<file path="config.mk">
export PLATFORM = sky130hd
export DESIGN_NAME = seq_alu
export DESIGN_NICKNAME = d
export VERILOG_FILES = /design/src/rtl/alu_defs_pkg.sv /design/src/rtl/seq_alu_iter.sv /design/src/rtl/seq_alu.sv
export SDC_FILE = /design/constraint.sdc
export NUM_CORES = 1
export LEC_CHECK = 0
export CORE_MARGIN = 1
export CORE_UTILIZATION = 50
export CTS_CLUSTER_SIZE = 40
export DETAILED_ROUTE_END_ITERATION = 10
export GPL_TIMING_DRIVEN = 0
export PLACE_DENSITY = 0.8
export SLEW_MARGIN = 20
export SYNTH_ARGS = -nofsm -noshare
export SYNTH_HDL_FRONTEND = slang
export SYNTH_SLANG_ARGS = --single-unit
</file>
<file path="constraint.sdc">
create_clock -name clk -period 5.8 [get_ports clk]
set_input_delay 1.16 -clock clk [delete_from_list [all_inputs] [get_ports clk]]
set_output_delay 1.16 -clock clk [all_outputs]
set_load 0.005 [all_outputs]
</file>
<file path="src/rtl/alu_defs_pkg.sv">
// Shared definitions for seq_alu: opcodes, FSM state encoding, default sizes.
// Divider support is gated by the SEQ_ALU_DIV_EN macro in the RTL files.
package alu_defs;

    localparam int DEF_WIDTH = 32;
    localparam int DEF_OPW   = 4;

    localparam int OP_ADD  = 0;
    localparam int OP_SUB  = 1;
    localparam int OP_MUL  = 2;
    localparam int OP_AND  = 3;
    localparam int OP_OR   = 4;
    localparam int OP_XOR  = 5;
    localparam int OP_SLT  = 6;
    localparam int OP_DIVU = 7;

    typedef enum logic [1:0] {
        S_IDLE = 2'd0,
        S_MUL  = 2'd1,
        S_DIV  = 2'd2,
        S_DONE = 2'd3
    } state_t;

endpackage

</file>
<file path="src/rtl/seq_alu_iter.sv">
// Iterative shift/accumulate engine shared by multiply and restoring divide.
// Divide mode exists only when SEQ_ALU_DIV_EN is defined.
module seq_alu_iter #(
    parameter int WIDTH = 32
) (
    input  logic             clk,
    input  logic             rst,
    input  logic             load,
    input  logic             step,
    input  logic             mode_in,
    input  logic [WIDTH-1:0] a,
    input  logic [WIDTH-1:0] b,
    output logic [WIDTH-1:0] hi_nxt,
    output logic [WIDTH-1:0] lo_nxt,
    output logic             last
);
    localparam int CW = $clog2(WIDTH + 1);

    logic [WIDTH-1:0] hi_q, hi_d, lo_q, lo_d, op2_q, op2_d;
    logic [CW-1:0]    cnt_q, cnt_d;
    logic [WIDTH:0]   add_a, add_b, sum;
    logic             add_ci;
`ifdef SEQ_ALU_DIV_EN
    logic             mode_q, mode_d;
`endif

    // One adder: mul adds the multiplicand, div subtracts the divisor.
    always_comb begin
        add_a  = {1'b0, hi_q};
        add_b  = lo_q[0] ? {1'b0, op2_q} : '0;
        add_ci = 1'b0;
`ifdef SEQ_ALU_DIV_EN
        if (mode_q) begin
            add_a  = {hi_q, lo_q[WIDTH-1]};
            add_b  = ~{1'b0, op2_q};
            add_ci = 1'b1;
        end
`endif
    end

    assign sum  = add_a + add_b + {{WIDTH{1'b0}}, add_ci};
    assign last = (cnt_q == CW'(WIDTH - 1));

    always_comb begin
        hi_nxt = sum[WIDTH:1];
        lo_nxt = {sum[0], lo_q[WIDTH-1:1]};
`ifdef SEQ_ALU_DIV_EN
        // sum[WIDTH] set means the trial subtraction went negative: restore.
        if (mode_q) begin
            hi_nxt = sum[WIDTH] ? add_a[WIDTH-1:0] : sum[WIDTH-1:0];
            lo_nxt = {lo_q[WIDTH-2:0], ~sum[WIDTH]};
        end
`endif
    end

    always_comb begin
        hi_d  = hi_q;
        lo_d  = lo_q;
        op2_d = op2_q;
        cnt_d = cnt_q;
        if (load) begin
            hi_d  = '0;
            lo_d  = mode_in ? a : b;
            op2_d = mode_in ? b : a;
            cnt_d = '0;
        end else if (step) begin
            hi_d  = hi_nxt;
            lo_d  = lo_nxt;
            cnt_d = cnt_q + CW'(1);
        end
    end

`ifdef SEQ_ALU_DIV_EN
    assign mode_d = load ? mode_in : mode_q;
`endif

    always_ff @(posedge clk or posedge rst) begin
        if (rst) begin
            hi_q   <= '0;
            lo_q   <= '0;
            op2_q  <= '0;
            cnt_q  <= '0;
`ifdef SEQ_ALU_DIV_EN
            mode_q <= 1'b0;
`endif
        end else begin
            hi_q   <= hi_d;
            lo_q   <= lo_d;
            op2_q  <= op2_d;
            cnt_q  <= cnt_d;
`ifdef SEQ_ALU_DIV_EN
            mode_q <= mode_d;
`endif
        end
    end

endmodule

</file>
<file path="src/rtl/seq_alu.sv">
// Multi-cycle ALU with start/done handshake, iterative mul and optional divu.
// Define SEQ_ALU_DIV_EN to build the divider; otherwise opcode 0111 is illegal.
module seq_alu import alu_defs::*; #(
    parameter int WIDTH = DEF_WIDTH,
    parameter int OPW   = DEF_OPW
) (
    input  logic             clk,
    input  logic             reset,
    input  logic             start,
    input  logic [OPW-1:0]   opcode,
    input  logic [WIDTH-1:0] Rs,
    input  logic [WIDTH-1:0] Rt,
    output logic             busy,
    output logic             done,
    output logic [WIDTH-1:0] Data_Out,
    output logic [WIDTH-1:0] Data_Hi,
    output logic             zeroFlag,
    output logic             negFlag,
    output logic             carryFlag,
    output logic             ovfFlag,
    output logic             errFlag
);
    state_t state_q, state_d;
    logic accept, is_mul, is_div, it_load, it_step, it_last, wr;
    logic [WIDTH-1:0] it_hi_nxt, it_lo_nxt;
    logic [WIDTH-1:0] out_q, out_d, hi_q, hi_d;
    logic zf_q, zf_d, nf_q, nf_d, cf_q, cf_d, of_q, of_d, ef_q, ef_d, dz_q, dz_d;
    logic [WIDTH:0] add_w, sub_w;

    assign accept = start && (state_q == S_IDLE || state_q == S_DONE);
    assign is_mul = (opcode == OPW'(OP_MUL));
`ifdef SEQ_ALU_DIV_EN
    assign is_div = (opcode == OPW'(OP_DIVU));
`else
    assign is_div = 1'b0;
`endif
    assign it_load = accept && (is_mul || is_div);
    assign it_step = (state_q == S_MUL) || (state_q == S_DIV);
    assign add_w   = {1'b0, Rs} + {1'b0, Rt};
    assign sub_w   = {1'b0, Rs} - {1'b0, Rt};

    seq_alu_iter #(.WIDTH(WIDTH)) u_iter (
        .clk     (clk),
        .rst     (reset),
        .load    (it_load),
        .step    (it_step),
        .mode_in (is_div),
        .a       (Rs),
        .b       (Rt),
        .hi_nxt  (it_hi_nxt),
        .lo_nxt  (it_lo_nxt),
        .last    (it_last)
    );

    always_ff @(posedge clk or posedge reset) begin
        if (reset) state_q <= S_IDLE;
        else       state_q <= state_d;
    end

    always_comb begin
        state_d = state_q;
        case (state_q)
            S_IDLE, S_DONE: begin
                if (!start)      state_d = S_IDLE;
                else if (is_mul) state_d = S_MUL;
                else if (is_div) state_d = S_DIV;
                else             state_d = S_DONE;
            end
            S_MUL, S_DIV: if (it_last) state_d = S_DONE;
            default: state_d = S_IDLE;
        endcase
    end

    always_comb begin
        busy = it_step;
        done = (state_q == S_DONE);
    end

    // Results and flags change only on the edge that enters DONE.
    always_comb begin
        out_d = out_q;
        hi_d  = hi_q;
        cf_d  = cf_q;
        of_d  = of_q;
        ef_d  = ef_q;
        dz_d  = dz_q;
        wr    = 1'b0;
        if (accept && !it_load) begin
            wr   = 1'b1;
            hi_d = '0;
            cf_d = 1'b0;
            of_d = 1'b0;
            ef_d = 1'b0;
            case (opcode)
                OPW'(OP_ADD): begin
                    out_d = add_w[WIDTH-1:0];
                    cf_d  = add_w[WIDTH];
                    of_d  = (Rs[WIDTH-1] == Rt[WIDTH-1]) && (add_w[WIDTH-1] != Rs[WIDTH-1]);
                end
                OPW'(OP_SUB): begin
                    out_d = sub_w[WIDTH-1:0];
                    cf_d  = sub_w[WIDTH];
                    of_d  = (Rs[WIDTH-1] != Rt[WIDTH-1]) && (sub_w[WIDTH-1] != Rs[WIDTH-1]);
                end
                OPW'(OP_AND): out_d = Rs & Rt;
                OPW'(OP_OR):  out_d = Rs | Rt;
                OPW'(OP_XOR): out_d = Rs ^ Rt;
                OPW'(OP_SLT): out_d = {{(WIDTH-1){1'b0}}, ($signed(Rs) < $signed(Rt))};
                default: begin
                    out_d = '0;
                    ef_d  = 1'b1;
                end
            endcase
        end else if (it_load) begin
            dz_d = is_div && (Rt == '0);
        end else if (it_step && it_last) begin
            wr    = 1'b1;
            out_d = (state_q == S_DIV && dz_q) ? '1 : it_lo_nxt;
            hi_d  = it_hi_nxt;
            cf_d  = 1'b0;
            of_d  = 1'b0;
            ef_d  = (state_q == S_DIV) && dz_q;
        end
        zf_d = wr ? (out_d == '0) : zf_q;
        nf_d = wr ? out_d[WIDTH-1] : nf_q;
    end

    always_ff @(posedge clk or posedge reset) begin
        if (reset) begin
            out_q <= '0;
            hi_q  <= '0;
            zf_q  <= 1'b0;
            nf_q  <= 1'b0;
            cf_q  <= 1'b0;
            of_q  <= 1'b0;
            ef_q  <= 1'b0;
            dz_q  <= 1'b0;
        end else begin
            out_q <= out_d;
            hi_q  <= hi_d;
            zf_q  <= zf_d;
            nf_q  <= nf_d;
            cf_q  <= cf_d;
            of_q  <= of_d;
            ef_q  <= ef_d;
            dz_q  <= dz_d;
        end
    end

    assign Data_Out  = out_q;
    assign Data_Hi   = hi_q;
    assign zeroFlag  = zf_q;
    assign negFlag   = nf_q;
    assign carryFlag = cf_q;
    assign ovfFlag   = of_q;
    assign errFlag   = ef_q;

endmodule

</file>
Word-level counts from Yosys, hierarchy flattened

Index checks and enable logic that the tools add are counted.

Register bits after elaboration: 173
Input bits: 71
Output and inout bits: 71

Add/sub/neg operators: 4
Magnitude comparators: 1
Equality and inequality tests: 16
Muxes and demuxes: 29
Bitwise gates (word level): 3
Reductions and logical operators: 18

Operators by type and width:

| kind                                                | count |
|---|---|
| two-way mux 32 bit                                  | 11 |
| one-hot mux 32 bit (6 select lines)                 | 1 |
| adder 32 x 32 -> 33 bit                             | 1 |
| adder 32 x 33 -> 33 bit                             | 1 |
| subtractor 32 x 32 -> 33 bit                        | 1 |
| bitwise AND 32 bit                                  | 1 |
| zero test 32 bit                                    | 1 |
| < comparator 32 bit                                 | 1 |
| OR 32 bit                                           | 1 |
| bitwise XOR 32 bit                                  | 1 |
| equality test 4 x 3 -> 1 bit, second input constant | 3 |
| two-way mux 6 bit                                   | 2 |
| two-way mux 1 bit                                   | 9 |
| equality test 4 x 2 -> 1 bit, second input constant | 2 |
| adder 6 x 1 -> 6 bit, second input constant         | 1 |
| equality test 6 x 5 -> 1 bit, second input constant | 1 |
| logical AND 1 bit                                   | 6 |
| two-way mux 2 bit                                   | 3 |
| OR reduction 6 bit                                  | 1 |
| equality test 2 bit, second input constant          | 2 |
| equality test 4 x 1 -> 1 bit, second input constant | 1 |
| zero test 4 bit                                     | 1 |
| one-hot mux 1 bit (2 select lines)                  | 2 |
| one-hot mux 2 bit (2 select lines)                  | 1 |
| 11 further kinds                                    | 16 |

Longest topological paths before layout

Depth in word-level cells: 8
Depth in mapped cells: 16

By module

Synthesis repeated with hierarchy kept, for this count alone.

Cell total of the unflattened synthesis: 2016
Area total of the unflattened synthesis: 16057.9 um2

By module, submodules not included:

| module       | times used | cells an instance | area each (um2) |
|---|---|---|---|
| seq_alu      | 1          | 1197              | 8749.6 |
| seq_alu_iter | 1          | 819               | 7308.3 |

Least setup slack after synthesis

OpenSTA, ideal clock, no wires.

Path kind: input-to-reg
Start: input Rs[7]
End: register zf_q, in the netlist zeroFlag
Library setup time: 104 ps
Data arrival time: 4791 ps
Data required time: 5696 ps
Setup slack: 905 ps
Stages: 14
Path buffers: 1
Cells stage by stage: inv_1 -> ha_1 -> buf_6 -> or4_4 -> a2111o_1 -> and3_4 -> o221ai_2 -> a41oi_1 -> a221o_1 -> or4_1 -> nor4_1 -> nand4b_1 -> or4_1 -> o41ai_2

Longest elaborated chain between the ends: 4
Elaborated cells between the ends (all ways): 9
Classes of those cells: add/sub (2); order compare (1); mux (2); bitwise (3); reduce/logical (1)

Ends and longest elaborated chain:

| item                                                                    | RTL line                     | text |
|---|---|---|
| start: declaration                                                      | seq_alu.sv:11                | `input logic [WIDTH-1:0] Rs,` |
| subtractor 32 x 32 -> 33 bit or adder 32 x 32 -> 33 bit (tied branches) | seq_alu.sv:40, seq_alu.sv:39 |  |
| one-hot mux 32 bit (6 select lines) *                                   | seq_alu.sv:94                | `case (opcode)` |
| two-way mux 32 bit *                                                    | seq_alu.sv:88                | `if (accept && !it_load) begin` |
| net out_d[14]                                                           | seq_alu.sv:26                | `logic [WIDTH-1:0] out_q, out_d, hi_q, hi_d;` |
| zero test 32 bit *                                                      | seq_alu.sv:124               | `zf_d = wr ? (out_d == '0) : zf_q;` |
| end signal: assignment                                                  | seq_alu.sv:141               | `zf_q <= zf_d;` |
| end: declaration                                                        | seq_alu.sv:27                | `logic zf_q, zf_d, nf_q, nf_d, cf_q, cf_d, of_q, of_d, ef_q, ef_d, dz_q, dz_d;` |

Mark *: on every way through the listed nets, which the timed path passes. The rest lies on a longest branch.
A chain may end at the register's enable or synchronous reset.

Final worst setup path

Start: input Rs[13]
End: register zf_q, in the netlist zeroFlag

Same word-level chain as after synthesis.

==> run_results.csv <==
group,metric,value,unit
synth,async_flop_share,1.00,
sta,max_freq,177,MHz
synth,yosysSeqAreaShare,0.311,
finish,syn2layout_area_growth,19.1,%
die,die_y,169,um
route,drt_iter0_drc,1724,
die,pin_count,142,
critical_path,reg2reg_slack,0.90,ns
synth,syn_inst,1652,
placed_design,gp_congestion,0.966,
placed_design,hpwlAfterDp,39800,um
critical_path,r2r-start,"state_q[0]",
finish,layout_commonest_cell,"dfrtp_1",
power_and_ir_drop,irDropWorstVdd,0.216,mV
power_and_ir_drop,p_total,5.47,mW
finish,utilization,0.611,
sta,finalHoldViolCount,0,
clock_tree,cts-htree-levels,4,
clock_tree,numCtsBuffers,17,
clock_tree,worstSkewPairLatency,0.44,ns
synth,ys_types,88,
min_path,hold_end,"u_iter.op2_q[28]",
grt,overflow,0,
critical_path,critPathMaxFanout,9,
synth,avgSynthCellArea,8.41,um2
route,drt-total-wl,51500,um
sta,drv_slew,0,
finish,seq_area,4330,um2
synth,yosysWarnings,0,
critical_path,r2r_end,"zeroFlag",
finish,drive_above_1_share,0.0530,
die,initial_core_util,0.513,
grt,antenna_found_initial,2,
die,coreArea,27100,um2
critical_path,crit_path_start,"Rs[13]",
status,status,"completed",
sta,period_needed,5.66,ns
grt,grt_pass1_vias,13600,
synth,syn-num-nets,1863,
min_path,hp-class,"flip-flop to flip-flop",
route,drcViolationCount,0,
power_and_ir_drop,cellPowerDensity,330,nW/um2
route,drtPass1Iterations,8,
route,vias,14400,
die,fp-row-count,60,
critical_path,crit_arrival,6.01,ns
critical_path,worstSetupStartpointType,"input port",
grt,grt_start_max_net_pins,36,
route,wl_per_cell,23.4,um
sta,worst_slew_pin_slew,1.06,ns
placed_design,io_buffers,141,
sta,skew,0.0147,ns
synth,synth_area,13900,um2
critical_path,worstPathRequired,6.15,ns
sta,period_share,0.975,
sta,setup_viol,0,
route,viasPerCell,6.52,
grt,grt_pass1_wl,78500,um
finish,final_cell_mix,"dfrtp_1, nand2_1, clkdlybuf4s50_1",
clock_tree,clk_path_buf_depth,2,
die,die_w,169,um
finish,nets,2030,
clock_tree,cts_tree,"yes",
finish,multi_input_area,8880,um2
sta,maxSlewHeadroom,0.292,
clock_tree,clk_pin_slew,0.08,ns
power_and_ir_drop,power_leakage,7.56,nW
synth,synth_flop_cell,"dfrtp_1",
clock_tree,cts-root-buf,"clkbuf_16",
critical_path,r2r_cells,15,
die,dieArea,28500,um2
clock_tree,cts_hold_buffers,0,
job,maxCapViolations,0,
finish,nFillCells,2399,
grt,grt_usage,0.360,
min_path,hold_path_depth,2,
route,drtAntennaViolNets,0,
clock_tree,clock_sinks,173,
synth,ys_seq_elements,173,
critical_path,worstSetupPathType,"input port to flip-flop",
critical_path,end_kind,"flip-flop",
min_path,min_from,"u_iter.op2_q[28]",
synth,synth_edf_count,0,
finish,antenna_cells,0,
## cell type report
type	instances	share of cell area
Inverter	114	0.0261
Clock buffer	18	0.0259
Multi-Input combinational cell	1264	0.536
Timing Repair Buffer	149	0.0926
Sequential cell	173	0.261
Clock inverter	12	0.00544
Tap cell	372	0.0281
Buffer	100	0.0240
## synth_stat cells, types with 26 or more instances
cell        n  share of area
o21ai_0   126          0.045
inv_1     114          0.031
a21o_1     30          0.016
xnor2_1    28          0.018
and2_1     41          0.018
clkbuf_1   89          0.024
a221o_1    34          0.024
ha_1      137           0.12
nor2_1    120          0.032
a22o_1     46          0.029
nand2_1   144          0.039
dfrtp_1   173           0.31
nand3_1    27         0.0097
a21oi_1   102          0.037
a22oi_1    29          0.016
a211oi_1   26          0.014
nor3_1     29          0.010
## worst max path at each step
stage	slack (ns)	depth (start not counted)	endpoint
after global placement	-1.05	11	zeroFlag
after CTS	0.01	15	zeroFlag
after floorplan	0.91	14	zeroFlag
after global routing	-0.01	16	zeroFlag
after detailed placement	-1.02	10	zeroFlag
final	0.14	15	zeroFlag
## layer usage
layer  part of all wire  wire length, um  GRT usage
met5                  0                0          0
met4              0.037             1910      0.143
met3               0.11             5590     0.0811
met2               0.44            22600      0.557
met1               0.41            21300      0.487
## kinds of logic after synthesis
kind of cell | after synthesis | share of synthesized area
compound gates | 586 | 0.297
flops | 173 | 0.311
fa+ha+maj | 140 | 0.128
simple gates | 494 | 0.176
buf+inv | 215 | 0.0590
xor+xnor | 35 | 0.0221
mux | 9 | 0.00702
## where the power goes
| group | total [mW] | switching (mW) | internal [mW] |
|---|---|---|---|
| clock | 1.06 | 0.517 | 0.547 |
| combinational | 2.59 | 1.61 | 0.981 |
| sequential | 1.81 | 0.263 | 1.55 |
| total | 5.47 | 2.39 | 3.08 |
## registers in the layout (all words and copies together), names as in the netlist
name,count
u_iter.cnt_q,6
u_iter.lo_q,32
errFlag,1
Data_Hi,32
u_iter.op2_q,32
zeroFlag,1
carryFlag,1
u_iter.hi_q,32
state_q,2
Data_Out,32
negFlag,1
ovfFlag,1
## timing repair
item | 4_1_cts | 5_1_grt
setup endpoints to repair | 31 | 2
resized for setup | 7 | 27
pin swaps | 0 | 5
setup buffers | 0 | 1
## critical path: stages
cell             delay [ns]
clkdlybuf4s50_1        0.53
inv_1                  0.13
ha_1                   0.30
buf_2                  0.18
or4_4                  0.55
a2111o_1               0.51
and3_4                 0.23
o221ai_2               0.14
a41oi_1                0.19
a221o_1                0.35
or4_4                  0.58
nor4_4                 0.27
nand4b_1               0.12
or4_4                  0.45
o41ai_2                0.32
## through the flow
step	TNS [ns]	setup WS, ns	cell area, um2	cells	hold slack, ns
final	0	0.142	16600	2202	0.473
after global routing	-0.0106	-0.0106	16600	2202	0.499
after CTS	0	0.0130	16400	2202	0.478
after detailed placement	-24.99	-1.02	15900	2172	0.462
after global placement	-27.88	-1.05	15800	2165	0.453
after floorplan	0	0.905	13900	1652	0.442
Power figures use the tool's default switching activity.
